<file path="config.mk">
export PLATFORM = sky130hd
export DESIGN_NAME = reorder_buffer_flat
export DESIGN_NICKNAME = d
export VERILOG_FILES = /design/src/rtl/reorder_buffer_pkg.sv /design/src/rtl/reorder_buffer_if.sv /design/src/rtl/reorder_buffer.sv /design/src/flat_wrapper.sv
export SDC_FILE = /design/constraint.sdc
export NUM_CORES = 1
export LEC_CHECK = 0
export CAP_MARGIN = 5
export CORE_MARGIN = 5
export CORE_UTILIZATION = 41
export DETAILED_ROUTE_END_ITERATION = 6
export RECOVER_POWER = 25
export SLEW_MARGIN = 10
export SYNTH_ARGS = -nofsm -noshare
export SYNTH_HDL_FRONTEND = slang
export SYNTH_SLANG_ARGS = --single-unit
</file>
<file path="constraint.sdc">
create_clock -name clk -period 14.4 [get_ports clk]
set_clock_uncertainty 0.15 [all_clocks]
set_input_delay 2.88 -clock clk [delete_from_list [all_inputs] [get_ports clk]]
set_output_delay 2.88 -clock clk [all_outputs]
set_load 0.02 [all_outputs]
</file>
<file path="src/rtl/reorder_buffer_pkg.sv">
// Shared ROB types: id/pointer widths and the retirement payload record.
// Latency: n/a (types and constants only).
// Backpressure: n/a. Dispatch and execution units import rob_id_t from here.
package rob_pkg;
   localparam int ROB_DEPTH  = 16;
   localparam int ROB_ID_W   = $clog2(ROB_DEPTH);
   localparam int ROB_PREG_W = 7;
   localparam int ROB_AREG_W = 5;

   typedef logic [ROB_ID_W-1:0] rob_id_t;
   typedef logic [ROB_ID_W:0]   rob_ptr_t;   // MSB is the wrap bit

   typedef struct packed {
      logic                  has_dest;
      logic [ROB_AREG_W-1:0] a_dest;
      logic [ROB_PREG_W-1:0] p_dest;
      logic [ROB_PREG_W-1:0] p_old;
      logic                  is_store;
   } rob_entry_t;
endpackage

</file>
<file path="src/rtl/reorder_buffer_if.sv">
// Dispatch / completion / commit bundle between the ROB and its neighbours.
// Latency: n/a (wiring only). ROB_FLUSH_EN adds the flush_valid/flush_rob_id pair.
// Backpressure: alloc via alloc_ready, commit via commit_ready; cdb and flush are unthrottled.
interface reorder_buffer_if
   import rob_pkg::*;
#(
   parameter int DEPTH  = ROB_DEPTH,
   parameter int PREG_W = ROB_PREG_W,
   parameter int AREG_W = ROB_AREG_W,
   parameter int ID_W   = $clog2(DEPTH)
) ();
   logic              alloc_valid;
   logic              alloc_ready;
   logic [ID_W-1:0]   alloc_id;
   logic              alloc_has_dest;
   logic [AREG_W-1:0] alloc_a_dest;
   logic [PREG_W-1:0] alloc_p_dest;
   logic [PREG_W-1:0] alloc_p_old;
   logic              alloc_is_store;
   logic              cdb_valid;
   logic [ID_W-1:0]   cdb_rob_id;
   logic              commit_valid;
   logic              commit_ready;
   logic [ID_W-1:0]   commit_rob_id;
   logic              commit_has_dest;
   logic [AREG_W-1:0] commit_a_dest;
   logic [PREG_W-1:0] commit_p_dest;
   logic [PREG_W-1:0] commit_p_old;
   logic              commit_is_store;
   logic [ID_W:0]     count;
`ifdef ROB_FLUSH_EN
   logic              flush_valid;
   logic [ID_W-1:0]   flush_rob_id;
`endif

   // ROB side
   modport slave (
`ifdef ROB_FLUSH_EN
      input  flush_valid, flush_rob_id,
`endif
      input  alloc_valid, alloc_has_dest, alloc_a_dest, alloc_p_dest, alloc_p_old,
             alloc_is_store, cdb_valid, cdb_rob_id, commit_ready,
      output alloc_ready, alloc_id, commit_valid, commit_rob_id, commit_has_dest,
             commit_a_dest, commit_p_dest, commit_p_old, commit_is_store, count
   );

   // Dispatch / execution / commit-consumer side
   modport master (
`ifdef ROB_FLUSH_EN
      output flush_valid, flush_rob_id,
`endif
      output alloc_valid, alloc_has_dest, alloc_a_dest, alloc_p_dest, alloc_p_old,
             alloc_is_store, cdb_valid, cdb_rob_id, commit_ready,
      input  alloc_ready, alloc_id, commit_valid, commit_rob_id, commit_has_dest,
             commit_a_dest, commit_p_dest, commit_p_old, commit_is_store, count
   );
endinterface

</file>
<file path="src/rtl/reorder_buffer.sv">
// In-order retirement buffer: allocate at tail, complete by id, retire from head.
// Latency: completion -> commit_valid 1 cycle; one commit per cycle. ROB_FLUSH_EN enables flush.
// Backpressure: alloc_ready = !full (and no flush); commit holds until commit_ready.
module reorder_buffer
   import rob_pkg::*;
#(
   parameter int DEPTH  = ROB_DEPTH,
   parameter int PREG_W = ROB_PREG_W,
   parameter int AREG_W = ROB_AREG_W,
   parameter int ID_W   = $clog2(DEPTH)
) (
   input logic              clk,
   input logic              reset,
   reorder_buffer_if.slave  rob
);
   typedef struct packed {
      logic              has_dest;
      logic [AREG_W-1:0] a_dest;
      logic [PREG_W-1:0] p_dest;
      logic [PREG_W-1:0] p_old;
      logic              is_store;
   } entry_t;

   logic [ID_W:0]    head, tail;
   logic [DEPTH-1:0] valid, done;
   entry_t           payload [DEPTH];

   logic [ID_W-1:0]  head_idx, tail_idx;
   logic             full, alloc_fire, commit_fire, cdb_hit;
   logic             flush_do;
   logic [ID_W:0]    flush_tail;
   logic [DEPTH-1:0] flush_kill;

   assign head_idx = head[ID_W-1:0];
   assign tail_idx = tail[ID_W-1:0];
   assign full     = (head_idx == tail_idx) && (head[ID_W] != tail[ID_W]);

`ifdef ROB_FLUSH_EN
   logic [ID_W-1:0] flush_dist;
   // Flush keeps the named entry and kills everything younger; tail snaps to just past it.
   always_comb begin
      logic [ID_W-1:0] rel;
      rel        = '0;
      flush_do   = rob.flush_valid && valid[rob.flush_rob_id];
      flush_dist = rob.flush_rob_id - head_idx;
      flush_tail = head + {1'b0, flush_dist} + (ID_W+1)'(1);
      flush_kill = '0;
      for (int i = 0; i < DEPTH; i++) begin
         rel = ID_W'(i) - head_idx;
         if (flush_do && (rel > flush_dist)) flush_kill[i] = 1'b1;
      end
   end
   assign rob.alloc_ready = !full && !rob.flush_valid;
`else
   assign flush_do        = 1'b0;
   assign flush_tail      = tail;
   assign flush_kill      = '0;
   assign rob.alloc_ready = !full;
`endif

   assign alloc_fire  = rob.alloc_valid && rob.alloc_ready;
   assign commit_fire = rob.commit_valid && rob.commit_ready;
   // Completions only land on live entries; a flush in the same cycle wins.
   assign cdb_hit     = rob.cdb_valid && valid[rob.cdb_rob_id] && !flush_kill[rob.cdb_rob_id];

   assign rob.alloc_id        = tail_idx;
   assign rob.count           = tail - head;
   assign rob.commit_valid    = valid[head_idx] && done[head_idx];
   assign rob.commit_rob_id   = head_idx;
   assign rob.commit_has_dest = payload[head_idx].has_dest;
   assign rob.commit_a_dest   = payload[head_idx].a_dest;
   assign rob.commit_p_dest   = payload[head_idx].p_dest;
   assign rob.commit_p_old    = payload[head_idx].p_old;
   assign rob.commit_is_store = payload[head_idx].is_store;

   // Head advances on retirement; tail advances on allocation or is pulled back by flush.
   always_ff @(posedge clk or posedge reset) begin
      if (reset) begin
         head <= '0;
         tail <= '0;
      end else begin
         if (commit_fire) head <= head + (ID_W+1)'(1);
         if (flush_do) tail <= flush_tail;
         else if (alloc_fire) tail <= tail + (ID_W+1)'(1);
      end
   end

   // Per-entry valid/done/payload updates; alloc and commit never target the same slot.
   always_ff @(posedge clk or posedge reset) begin
      if (reset) begin
         for (int i = 0; i < DEPTH; i++) begin
            valid[i]   <= 1'b0;
            done[i]    <= 1'b0;
            payload[i] <= '0;
         end
      end else begin
         for (int i = 0; i < DEPTH; i++) begin
            if (alloc_fire && (tail_idx == ID_W'(i))) begin
               valid[i]   <= 1'b1;
               done[i]    <= 1'b0;
               payload[i] <= '{has_dest: rob.alloc_has_dest, a_dest: rob.alloc_a_dest,
                               p_dest: rob.alloc_p_dest, p_old: rob.alloc_p_old,
                               is_store: rob.alloc_is_store};
            end else begin
               if ((commit_fire && (head_idx == ID_W'(i))) || flush_kill[i]) valid[i] <= 1'b0;
               if (cdb_hit && (rob.cdb_rob_id == ID_W'(i))) done[i] <= 1'b1;
            end
         end
      end
   end
endmodule
</file>
<file path="src/flat_wrapper.sv">
// flat-port wrapper written by rule: the top's interface ports become plain ports
module reorder_buffer_flat import rob_pkg::*;
#(
   parameter int DEPTH  = ROB_DEPTH,
   parameter int PREG_W = ROB_PREG_W,
   parameter int AREG_W = ROB_AREG_W,
   parameter int ID_W   = $clog2(DEPTH)
)
  (clk, reset, rob_alloc_valid, rob_alloc_has_dest, rob_alloc_a_dest, rob_alloc_p_dest, rob_alloc_p_old, rob_alloc_is_store, rob_cdb_valid, rob_cdb_rob_id, rob_commit_ready, rob_alloc_ready, rob_alloc_id, rob_commit_valid, rob_commit_rob_id, rob_commit_has_dest, rob_commit_a_dest, rob_commit_p_dest, rob_commit_p_old, rob_commit_is_store, rob_count);
  reorder_buffer_if #(.DEPTH(DEPTH), .PREG_W(PREG_W), .AREG_W(AREG_W), .ID_W(ID_W)) rob_i ();
  input logic clk;
  input logic reset;
  input wire logic [$bits(rob_i.alloc_valid)-1:0] rob_alloc_valid;
  input wire logic [$bits(rob_i.alloc_has_dest)-1:0] rob_alloc_has_dest;
  input wire logic [$bits(rob_i.alloc_a_dest)-1:0] rob_alloc_a_dest;
  input wire logic [$bits(rob_i.alloc_p_dest)-1:0] rob_alloc_p_dest;
  input wire logic [$bits(rob_i.alloc_p_old)-1:0] rob_alloc_p_old;
  input wire logic [$bits(rob_i.alloc_is_store)-1:0] rob_alloc_is_store;
  input wire logic [$bits(rob_i.cdb_valid)-1:0] rob_cdb_valid;
  input wire logic [$bits(rob_i.cdb_rob_id)-1:0] rob_cdb_rob_id;
  input wire logic [$bits(rob_i.commit_ready)-1:0] rob_commit_ready;
  output wire logic [$bits(rob_i.alloc_ready)-1:0] rob_alloc_ready;
  output wire logic [$bits(rob_i.alloc_id)-1:0] rob_alloc_id;
  output wire logic [$bits(rob_i.commit_valid)-1:0] rob_commit_valid;
  output wire logic [$bits(rob_i.commit_rob_id)-1:0] rob_commit_rob_id;
  output wire logic [$bits(rob_i.commit_has_dest)-1:0] rob_commit_has_dest;
  output wire logic [$bits(rob_i.commit_a_dest)-1:0] rob_commit_a_dest;
  output wire logic [$bits(rob_i.commit_p_dest)-1:0] rob_commit_p_dest;
  output wire logic [$bits(rob_i.commit_p_old)-1:0] rob_commit_p_old;
  output wire logic [$bits(rob_i.commit_is_store)-1:0] rob_commit_is_store;
  output wire logic [$bits(rob_i.count)-1:0] rob_count;
  assign rob_i.alloc_valid = rob_alloc_valid;
  assign rob_i.alloc_has_dest = rob_alloc_has_dest;
  assign rob_i.alloc_a_dest = rob_alloc_a_dest;
  assign rob_i.alloc_p_dest = rob_alloc_p_dest;
  assign rob_i.alloc_p_old = rob_alloc_p_old;
  assign rob_i.alloc_is_store = rob_alloc_is_store;
  assign rob_i.cdb_valid = rob_cdb_valid;
  assign rob_i.cdb_rob_id = rob_cdb_rob_id;
  assign rob_i.commit_ready = rob_commit_ready;
  assign rob_alloc_ready = rob_i.alloc_ready;
  assign rob_alloc_id = rob_i.alloc_id;
  assign rob_commit_valid = rob_i.commit_valid;
  assign rob_commit_rob_id = rob_i.commit_rob_id;
  assign rob_commit_has_dest = rob_i.commit_has_dest;
  assign rob_commit_a_dest = rob_i.commit_a_dest;
  assign rob_commit_p_dest = rob_i.commit_p_dest;
  assign rob_commit_p_old = rob_i.commit_p_old;
  assign rob_commit_is_store = rob_i.commit_is_store;
  assign rob_count = rob_i.count;
  reorder_buffer #(.DEPTH(DEPTH), .PREG_W(PREG_W), .AREG_W(AREG_W), .ID_W(ID_W)) u_core (.clk(clk), .reset(reset), .rob(rob_i));
endmodule
</file>
### Word level (Yosys, flattened, before mapping)

Memories as Yosys holds them, arrays and structs flattened.
Cells that the tools add are included.

| operators by class | value |
|---|---|
| add/sub/neg operators | 3 |
| order comparisons | 3 |
| eq/ne operators | 47 |
| muxes and demuxes | 74 |
| bitwise logic cells | 1 |
| reductions and logical operators | 91 |

Operator list:

| operator | number |
|---|---|
| $eq 4x4->1 const B | 24 |
| $bmux 21 s4 | 1 |
| $mux 1 | 68 |
| $reduce_bool 2->1 | 32 |
| $logic_and 1x1->1 | 54 |
| $eq 4x3->1 const B | 12 |
| $mux 21 | 2 |
| $eq 4x2->1 const B | 6 |
| $bmux 1 s4 | 3 |
| $eq 4x1->1 const B | 3 |
| $logic_not 4->1 | 3 |
| $add 5x1->5 const B | 2 |
| $lt 4x5->1 const B | 2 |
| $ge 5x5->1 const B | 1 |
| $not 4->5 | 1 |
| $sub 5x5->5 | 1 |
| $eq 4x4->1 | 1 |
| $logic_not 1->1 | 2 |
| $ne 1x1->1 | 1 |

| storage, ports and cells | value |
|---|---|
| register bits after elaboration | 378 |
| bits in read-only memories | 16 |
| output and inout port bits | 36 |
| logic and storage cells | 334 |
| memories | 1 |

Memories:

| name | words | bits a word | read ports | clocked after memory_dff | wr ports | line | text |
|---|---|---|---|---|---|---|---|
| (no name shown) | 16 | 1 | 1 | 0 | 0 | reorder_buffer.sv:64 | `assign cdb_hit = rob.cdb_valid && valid[rob.cdb_rob_id] && !flush_kill[rob.cdb_rob_id];` |

### Depth between registers and ports, before layout

Gate-level depths: netlist of the first run.

| logic depth | value |
|---|---|
| depth in word-level cells | 7 |
| mapped depth | 11 |
| gate-level depth less buffers | 7 |

### Least setup slack after synthesis of the first run

No wires, ideal clock.

| timing | value |
|---|---|
| path type | register to output |
| start point | register u_core.head[1] |
| end point | output port rob_commit_p_dest[0] |
| arrival time | 1.988 ns |
| slack | 9.382 ns |
| stages on the path, launching flop included | 6 |
| path through | dfrtp_1 > buf_2 > buf_2 > clkbuf_1 > mux4_2 > mux4_2 |

| between the ends | value |
|---|---|
| cells in the longest elaborated chain, start to end | 4 |

Ends and longest elaborated chain:

| what | line | text |
|---|---|---|
| from (decl) | reorder_buffer.sv:24 | `logic [ID_W:0] head, tail;` |
| from (signal assigned) | reorder_buffer.sv:82 | `if (commit_fire) head <= head + (ID_W+1)'(1);` |
| $not 4->5 (implied by the code) | reorder_buffer.sv:72 | `assign rob.commit_p_dest = payload[head_idx].p_dest;` |
| $bmux 21 s4 | reorder_buffer.sv:72 |  |
| $mux 21 (2 in series) | - |  |
| to (decl) | flat_wrapper.sv:28 | `output wire logic [$bits(rob_i.commit_p_dest)-1:0] rob_commit_p_dest;` |

Every way passes these cells. The select of a mux whose other input is x is not followed.

### Worst setup path in the final report of the first run

| timing | value |
|---|---|
| start point | register u_core.head[0] |
| end point | output port rob_commit_valid |

| between the ends | value |
|---|---|
| cells in the longest elaborated chain, start to end | 3 |
| elaborated cells on any way between the ends | 5 |
| those cells by class | mux (4); reduce/logical (1) |

Ends and longest elaborated chain:

| what | line | text |
|---|---|---|
| $bmux 1 s4 | reorder_buffer.sv:68 | `assign rob.commit_valid = valid[head_idx] && done[head_idx];` |
| $mux 1 (implied by the code) | reorder_buffer.sv:68 |  |
| $logic_and 1x1->1 (*) | reorder_buffer.sv:68 |  |
| to (decl) | flat_wrapper.sv:24 | `output wire logic [$bits(rob_i.commit_valid)-1:0] rob_commit_valid;` |

Mark *: on every way between the ends. The rest lies on a longest branch, timed or not. The select of a mux whose other input is x is not followed.

==> results of run 1 <==
==> synth_stat cells, drive strengths merged <==
cell and number:
dfrtp 378, mux2 338, mux4 109, buf 69, nand2 39, a21oi 31, clkbuf 29, inv 13
nor2 13, ha 12, o21ai 12, nand3 11, xnor2 6, a31oi 5, o2111ai 5, xor2 5
and3 4, nor2b 4, o31ai 4, o41ai 4, a21o 2, and4 2, and4b 2, o211ai 2
a2111oi 1, a22oi 1, a311oi 1, a41oi 1, and2 1, and4bb 1, fa 1, nand3b 1
nand4 1, nor4 1, o22ai 1, o31a 1
==> cell families (layout without fill, tap and decap cells) <==
family | after synthesis | after routing | share of synthesized area
muxes | 447 | 447 | 0.359
buffers and inverters | 111 | 163 | 0.0344
AOI/OAI and AO/OA | 71 | 71 | 0.0256
xor gates and xnor gates | 11 | 11 | 0.00552
adders and majority gates | 13 | 13 | 0.00976
and+or+nand+nor | 80 | 80 | 0.0235
DFF | 378 | 378 | 0.542
==> stage by stage <==
stage,power [mW],cells,setup slack [ps],hold slack (ps),instance area (um2)
floorplan,3.37,1111,869,309,17400
global placement,3.96,1629,7520,321,18400
detailed placement,4.00,1629,7460,330,18400
CTS,5.08,1702,6880,343,19700
global route,5.33,1702,3600,356,19700
finish,5.03,1702,4600,345,19700
==> path summary, 6_finish.rpt <==
path / start / end / cells past startpoint
min in group asynchronous: reset / u_core.valid[9] / 2
max: u_core.head[0] / rob_commit_valid / 7
min: u_core.head[4] / u_core.head[4] / 1
max reg2reg: u_core.head[0] / u_core.head[1] / 6
min reg2reg: u_core.head[4] / u_core.head[4] / 1
max in group asynchronous: reset / u_core.payload[137] / 4
==> power by group through the flow <==
stage | sequential [mW] | combinational [mW] | clock, mW
3_5_place_dp | 1.94 | 2.06 | 0
2_1_floorplan | 1.77 | 1.60 | 0
5_1_grt | 1.99 | 2.21 | 1.13
6_report | 1.92 | 2.04 | 1.06
4_1_cts | 1.92 | 2.07 | 1.09
3_3_place_gp | 1.93 | 2.03 | 0
==> registers in the layout, summed over array words and instances, names as in the netlist <==
name	cells
u_core.head	5
u_core.payload	336
u_core.flush_tail	5
u_core.valid	16
u_core.done	16
==> layer usage <==
layer / vias to the layer above / global-route usage / wire [um]
met3: 61 / 0.0254 / 1540
met4: 0 / 0.0422 / 783
li1: 4187 / - / -
met1: 5251 / 0.275 / 20200
met2: 222 / 0.279 / 19500
met5: - / 0 / 0
==> area by class of cell <==
class	count	share of cell area
clock buffers	63	0.0635
clock inverters	10	0.00623
inverters	13	0.00254
multi-input cells	622	0.376
flip-flops and latches	378	0.481
well taps	539	0.0342
repair buffers	77	0.0367
==> results.ini, run 1 <==
[power]
swShare = 0.321
power.switching_mw = 1.61
pwr_density_cell_nw_per_um2 = 255
internal_power_mw = 3.41
p_leak_nw = 8.39
power_frac_seq = 0.382
clkPwrFrac = 0.211
peakVddDrop_mv = 0.158
pwr-share-comb = 0.407

[global_route]
grt_max_degree = 91
grt_pass1_wl_um = 65800
antenna_found_initial = 0
gr-total-overflow = 0
grt_use_total = 0.181
grt_pass1_vias = 10386

[floorplan]
die_y_um = 216
rows = 75
ios = 66
core_area_um2 = 42000
die_w_um = 216
dieArea_um2 = 46800
initial_core_util = 0.415

[synth]
yosys_warnings = 0
yosys.cell_types.count = 42
syn_area_um2 = 17400
yosysTopAreaCellShare = 0.542
synthCells = 1111
synth_area_leader_cell = dfrtp_1
synth-seq-cells = 378
seq_area_frac_synth = 0.542
yosys-top-cells-area = dfrtp_1, mux2_2, mux4_2
synth_fp_nets = 1154
avgSynthCellArea_um2 = 15.7

[sta]
clock.fmax_mhz = 102
min_period_ps = 9800
hold_viol = 0
setup_violations = 0
slew_viol_final = 230
rsz0062_at_grt = false
slew_headroom = -1.73
tns_ps = 0
period_share = 0.680
worst_pin_slew_ps = 4070

[drt]
drtAntennaViolNets = 0
viasPerCell = 5.71
first_iter_violations = 600
post-route-drc-count = 0
firstDrtPassIters = 5
wl_um = 42000
vias = 9721
wl_per_cell_um = 24.7

[critical_path]
r2r_slack_ps = 8160
arrival_ps = 6770
start_kind = register
path_class = reg2out
critPathSlowestCell = clkbuf_1
crit_path_max_fanout = 48
crit_family = buffers and inverters
end_kind = output pin
required_ps = 11370
path_buf_inv = 3
cp_cell_sequence = clkbuf_1 > inv_2 > a2111oi_2 > a31oi_1 > and2_1 > a21oi_1 > clkdlybuf4s50_1
slowest_delay_ps = 2860

[clocking]
postCtsResizedCells = 0
clk_path_buf_depth = 3
htreeDepth = 2
cts.clk_slew.worst_paths_ps = 60
cts_root_buffer = clkbuf_16
cts_tree = built
clock_sinks = 378
postCtsSetupRepairBufs = 0
cts_hold_buf = 0
cts_made_buffers = 42
insertion_delay_ps = 530

[status]
violations = max-capacitance violations, max-slew violations
status = finished with violations

[layout]
syn2layout_area_growth_pct = 12.9
final_layout_size_suffix_gt1_frac = 0.459
multi_input_area_um2 = 7410
final_common_cell = dfrtp_1
fin_util = 0.468
num-nets-final = 1177
mostFrequentLayoutCells = dfrtp_1, mux2_2, mux4_2, clkdlybuf4s50_1, clkbuf_16
fillCellCount = 3702
final-seq-area_um2 = 9470
antennaDiodeCount = 0

[placement]
gp_congestion = 0.810
port_buffers = 65
place.detailed.hpwl_um = 22500

[job]
cap_viol_max_count = 6

[min_path]
hp-class = reg2reg

Note: power is estimated with default switching activity, not from simulation.
==> run 2: changes to the inputs <==
clock period = 8.1 ns   (was 14.4 ns; I/O delays follow)
==> run 2 against run 1 <==
  * The run still ends with max-capacitance violations, max-slew violations left
  * Final area about the same
  * Critical path type is now in2async
  * Count of clock-buffer cells in the layout up 3
  * First-iteration DRC count is 4.0% higher
  * Sequential power up 79%
  * Sequential share of layout area hardly changed
  * Final cell count fell by 0.29%
  * Wire length is 0.61% lower
  * Non-clock buffer count decreased by 4
  * Via count down 0.61%
  * Total power increased by 77%
  * Global-route usage is 0.15 points lower
  * Critical path depth is 4 lower
==> results.ini, run 2 (synthesized netlist as in run 1, its figures left out) <==
[status]
status = finished with violations  ; unchanged
violations = max-capacitance violations, max-slew violations  ; unchanged

[power]
power.switching_mw = 2.86  ; was 1.61 mW
internal_power_mw = 6.05  ; was 3.41 mW
swShare = 0.321  ; about the same
pwr_density_cell_nw_per_um2 = 453  ; was 255 nW/um2
clkPwrFrac = 0.210  ; was 0.211
peakVddDrop_mv = 0.213  ; was 0.158 mV
power_frac_seq = 0.384  ; was 0.382
pwr-share-comb = 0.405  ; was 0.407
p_leak_nw = 8.38  ; was 8.39 nW

[clocking]
clock_sinks = 378  ; unchanged
htreeDepth = 2  ; unchanged
cts_tree = built  ; unchanged
cts_hold_buf = 0  ; unchanged
cts_made_buffers = 42  ; unchanged
insertion_delay_ps = 540  ; was 530 ps
cts.clk_slew.worst_paths_ps = 60  ; about the same
postCtsResizedCells = 0  ; unchanged
clk_path_buf_depth = 3  ; unchanged
cts_root_buffer = clkbuf_16  ; unchanged
postCtsSetupRepairBufs = 0  ; unchanged

[layout]
num-nets-final = 1173  ; was 1177
top_regs = u_core.payload: 336 flops, u_core.done: 16 flops, u_core.valid: 16 flops  ; unchanged
top_register = u_core.payload  ; unchanged
largest_reg_flops = 336  ; unchanged
final_layout_size_suffix_gt1_frac = 0.462  ; was 0.459
final_area_um2 = 19700  ; about the same
syn2layout_area_growth_pct = 13.0  ; was 12.9%
fin_util = 0.469  ; was 0.468
final-seq-area_um2 = 9470  ; unchanged
mostFrequentLayoutCells = dfrtp_1, mux2_2, mux4_2, clkdlybuf4s50_1, clkbuf_16  ; unchanged
final_common_cell = dfrtp_1  ; unchanged
fillCellCount = 3651  ; was 3702
multi_input_area_um2 = 7410  ; about the same
antennaDiodeCount = 0  ; unchanged

[drt]
wl_met2_um = 19700  ; was 19500 um
drtAntennaViolNets = 0  ; unchanged
first_iter_violations = 624  ; was 600
wl_per_cell_um = 24.6  ; was 24.7 um
wl_um = 41700  ; was 42000 um
vias = 9662  ; was 9721
viasPerCell = 5.69  ; was 5.71
top_layer = met5  ; was met4
post-route-drc-count = 0  ; unchanged
drt-met1-wl_um = 19400  ; was 20200 um
firstDrtPassIters = 4  ; was 5
dr_wl_met3_um = 1760  ; was 1540 um

[sta]
slew_viol_final = 157  ; was 230
slew_headroom = -1.65  ; was -1.73
setup_violations = 0  ; unchanged
worst_pin_slew_ps = 3970  ; was 4070 ps
tns_ps = 0  ; unchanged
clock.fmax_mhz = 173
hold_viol = 0  ; unchanged
rsz0062_at_grt = false  ; unchanged
period_share = 0.715
min_period_ps = 5790

[global_route]
grt_use_total = 0.179  ; was 0.181
grt_pass1_vias = 10239  ; was 10386
gr-total-overflow = 0  ; unchanged
antenna_found_initial = 2  ; was 0
grt_pass1_wl_um = 65000  ; was 65800 um
grt_max_degree = 159  ; was 91

[critical_path]
r2r-start = u_core.head[3]  ; was u_core.head[0]
reg2regPathDepth = 8  ; was 6
arrival_ps = 5060  ; was 6770 ps
r2r_slack_ps = 3860  ; was 8160 ps
crit_path_max_fanout = 156  ; was 48
start_kind = input pin  ; was register
r2r-end = u_core.payload[283]  ; was u_core.head[1]
path_class = in2async  ; was reg2out
required_ps = 7370  ; was 11370 ps
end_kind = async pin  ; was output pin

[min_path]
hold_depth = 1  ; unchanged
hold_path_startpoint = u_core.head[4]  ; unchanged
hp-class = reg2reg  ; unchanged
worstHoldEndpoint = u_core.head[4]  ; unchanged

[floorplan]
rows = 75  ; unchanged
initial_core_util = 0.415  ; unchanged
core_area_um2 = 42000  ; unchanged
ios = 66  ; unchanged
die_y_um = 216  ; unchanged
die_w_um = 216  ; unchanged
dieArea_um2 = 46800  ; unchanged

[placement]
place.detailed.hpwl_um = 22300  ; was 22500 um
postPlaceCellArea_um2 = 18400  ; about the same
gp_congestion = 0.826  ; was 0.810
port_buffers = 65  ; unchanged

[job]
cap_viol_max_count = 1  ; was 6

## run 2: cell count changes in the layout (fill, tap and decap cells not counted), sizes merged
cell and delta:
clkinv -5, clkdlybuf4s50 +3, clkbuf -1, clkinvlp +1
dlygate4sd3 -3, bufinv -1, inv +1
## run 2: cell type report
cell class | count | area share
timing repair buffer | 73 | 0.0372
sequential | 378 | 0.480
multi-input combinational | 622 | 0.376
clock inverter | 6 | 0.00311
inverter | 13 | 0.00254
clock buffer | 66 | 0.0662
tap | 539 | 0.0342
## run 2: worst max path at each step
stage	startpoint	cells after the start	slack (ps)	end
floorplan	reset	1	1250	u_core.done[0]
global placement	u_core.head[1]	4	2930	rob_commit_p_old[0]
detailed placement	u_core.head[1]	4	2920	rob_commit_p_old[0]
CTS	u_core.head[1]	4	2330	rob_commit_p_old[0]
global route	reset	3	1340	u_core.head[2]
finish	reset	3	2310	u_core.head[2]
## run 2: critical path, stage by stage
cell and delay, ps:
dlygate4sd3_1 550, clkinvlp_2 120, clkbuf_2 2710
## run 2: power by group through the flow
| stage | Clock (mW) | Combinational, mW | Sequential [mW] |
|---|---|---|---|
| floorplan | 0 | 2.85 | 3.15 |
| detailed placement | 0 | 3.66 | 3.45 |
| global placement | 0 | 3.60 | 3.43 |
| global route | 1.99 | 3.91 | 3.54 |
| CTS | 1.92 | 3.68 | 3.42 |
| finish | 1.88 | 3.61 | 3.43 |
## run 2: routing by layer
metal | track usage | vias up
met4 | 0.0441 | 4
met5 | 0 | -
met2 | 0.284 | 199
li1 | - | 4194
met3 | 0.0310 | 63
met1 | 0.261 | 5202
## run 2: through the flow
| step | worst slack (ps) | total power, mW | cells | hold WS [ps] |
|---|---|---|---|---|
| finish | 2310 | 8.92 | 1697 | 343 |
| detailed placement | 2920 | 7.11 | 1625 | 334 |
| CTS | 2330 | 9.02 | 1697 | 342 |
| floorplan | 1250 | 6.00 | 1111 | 309 |
| global placement | 2930 | 7.03 | 1625 | 324 |
| global route | 1340 | 9.44 | 1697 | 358 |
==> run 3: changes to the inputs <==
clock period = 5.5 ns   (was 8.1 ns; I/O delays follow)
==> run 3 against run 2 <==
  * The flow now finishes without violations
  * Critical endpoint is now rob_commit_valid
  * Via count barely moved
  * Highest routed layer unchanged
  * Sequential power increased by 46%
  * Die area is the same
==> results.ini, run 3 (synthesized netlist as in run 1, its figures left out) <==
[status]
status = completed  ; was finished with violations

[critical_path]
required_ps = 4250  ; was 7370 ps
r2r_slack_ps = 1470  ; was 3860 ps
r2r-end = u_core.payload[295]  ; was u_core.payload[283]
crit_path_max_fanout = 53  ; was 156
r2r-start = u_core.head[1]  ; was u_core.head[3]
start_kind = register  ; was input pin
path_class = reg2out  ; was in2async
end_kind = output pin  ; was async pin
reg2regPathDepth = 7  ; was 8
arrival_ps = 3450  ; was 5060 ps

[global_route]
grtUsageMet1 = 0.251  ; was 0.261
grt_pass1_wl_um = 64900  ; was 65000 um
busiest_layer = met2  ; unchanged
gr-total-overflow = 0  ; unchanged
use_met2 = 0.291  ; was 0.284
met3_usage = 0.0346  ; was 0.0310
antenna_found_initial = 2  ; unchanged
grt_pass1_vias = 10427  ; was 10239
grt_max_degree = 134  ; was 159
grt_use_total = 0.179  ; about the same

[sta]
min_period_ps = 4700
rsz0062_at_grt = false  ; unchanged
hold_viol = 0  ; unchanged
slew_headroom = 0.293  ; was -1.65
setup_violations = 0  ; unchanged
clock.fmax_mhz = 213
worst_pin_slew_ps = 1060  ; was 3970 ps
hold_slack_ps = 333  ; was 343 ps
finalWorstSetupSlack_ps = 797  ; was 2310 ps
tns_ps = 0  ; unchanged
period_share = 0.855
slew_viol_final = 0  ; was 157

[min_path]
hold_depth = 1  ; unchanged
worstHoldEndpoint = u_core.head[4]  ; unchanged
hold_path_startpoint = u_core.head[4]  ; unchanged
hp-class = reg2reg  ; unchanged

[layout]
mostFrequentLayoutCells = dfrtp_1, mux2_2, mux4_2, clkdlybuf4s50_1, clkbuf_16  ; unchanged
syn2layout_area_growth_pct = 13.1  ; was 13.0%
finalNonFillerCells = 1702  ; was 1697
largest_reg_flops = 336  ; unchanged
antennaDiodeCount = 0  ; unchanged
final_layout_size_suffix_gt1_frac = 0.467  ; was 0.462
final_common_cell = dfrtp_1  ; unchanged
top_register = u_core.payload  ; unchanged
num-nets-final = 1177  ; was 1173
top_regs = u_core.payload: 336 flops, u_core.done: 16 flops, u_core.valid: 16 flops  ; unchanged

[power]
p_leak_nw = 8.40  ; was 8.38 nW
p_total_mw = 13.1  ; was 8.92 mW
pwr_density_cell_nw_per_um2 = 663  ; was 453 nW/um2
peakVddDrop_mv = 0.413  ; was 0.213 mV

[floorplan]
initial_core_util = 0.415  ; unchanged
die_w_um = 216  ; unchanged
ios = 66  ; unchanged
rows = 75  ; unchanged
core_area_um2 = 42000  ; unchanged
die_y_um = 216  ; unchanged
dieArea_um2 = 46800  ; unchanged

[clocking]
cts_root_buffer = clkbuf_16  ; unchanged
clk_path_buf_depth = 3  ; unchanged
cts.clk_slew.worst_paths_ps = 60  ; about the same
postCtsSetupRepairBufs = 0  ; unchanged
cts_tree = built  ; unchanged
insertion_delay_ps = 540  ; about the same
htreeDepth = 2  ; unchanged
postCtsResizedCells = 0  ; unchanged
cts_made_buffers = 41  ; was 42
clock_sinks = 378  ; unchanged
cts_hold_buf = 0  ; unchanged

[drt]
drtAntennaViolNets = 0  ; unchanged
first_iter_violations = 635  ; was 624
post-route-drc-count = 0  ; unchanged
wl_per_cell_um = 24.4  ; was 24.6 um
viasPerCell = 5.68  ; was 5.69
wl_um = 41500  ; was 41700 um
vias = 9668  ; was 9662
firstDrtPassIters = 5  ; was 4

[job]
cap_viol_max_count = 0  ; was 1

[placement]
place.detailed.hpwl_um = 23000  ; was 22300 um
port_buffers = 65  ; unchanged
dp_slack_ps = 1320  ; was 2920 ps
placedCellCount = 1630  ; was 1625
gp_congestion = 0.804  ; was 0.826

[run 3: worst max-delay path by stage]
stage | start | end | slack (ps) | cells past startpoint
4_1_cts | u_core.head[0] | rob_commit_a_dest[3] | 730 | 4
6_report | u_core.head[1] | rob_commit_valid | 800 | 7
2_1_floorplan | reset | u_core.done[0] | -830 | 1
5_1_grt | u_core.head[1] | rob_commit_valid | 610 | 7
3_3_place_gp | u_core.head[0] | rob_commit_a_dest[3] | 1360 | 4
3_5_place_dp | u_core.head[0] | rob_commit_a_dest[3] | 1320 | 4
[run 3: critical path: stages (launching register included)]
cell and delay [ps]:
dfrtp_4 960, buf_12 360, a21oi_1 80, a21oi_1 200
a31oi_1 170, and2_1 250, a21oi_1 180, clkdlybuf4s50_1 640
[run 3: power breakdown]
part | internal [mW] | leakage (nW) | switching (mW)
Sequential | 4.14 | 4.65 | 0.874
Clock | 1.55 | 0.645 | 1.11
Combinational | 3.14 | 3.11 | 2.25
Total | 8.83 | 8.40 | 4.24
[run 3: cell type report]
class	count	area [um2]
inverters	13	50.0
repair buffers	78	823
clock inverters	13	100
multi-input cells	622	7410
clock buffers	59	1190
well taps	539	674
fillers	3699	22300
flip-flops and latches	378	9470
[run 3: layer usage]
layer	wire length (um)	up-vias
met5	21	-
met4	943	4
met3	1890	85
met2	19800	227
met1	18800	5168
li1	-	4184
[run 3: per-stage QoR]
step                area (um2)  utilization
floorplan                17400            -
global placement         18400        0.438
detailed placement       18400        0.438
CTS                      19700        0.469
global route             19700        0.469
finish                   19700        0.469
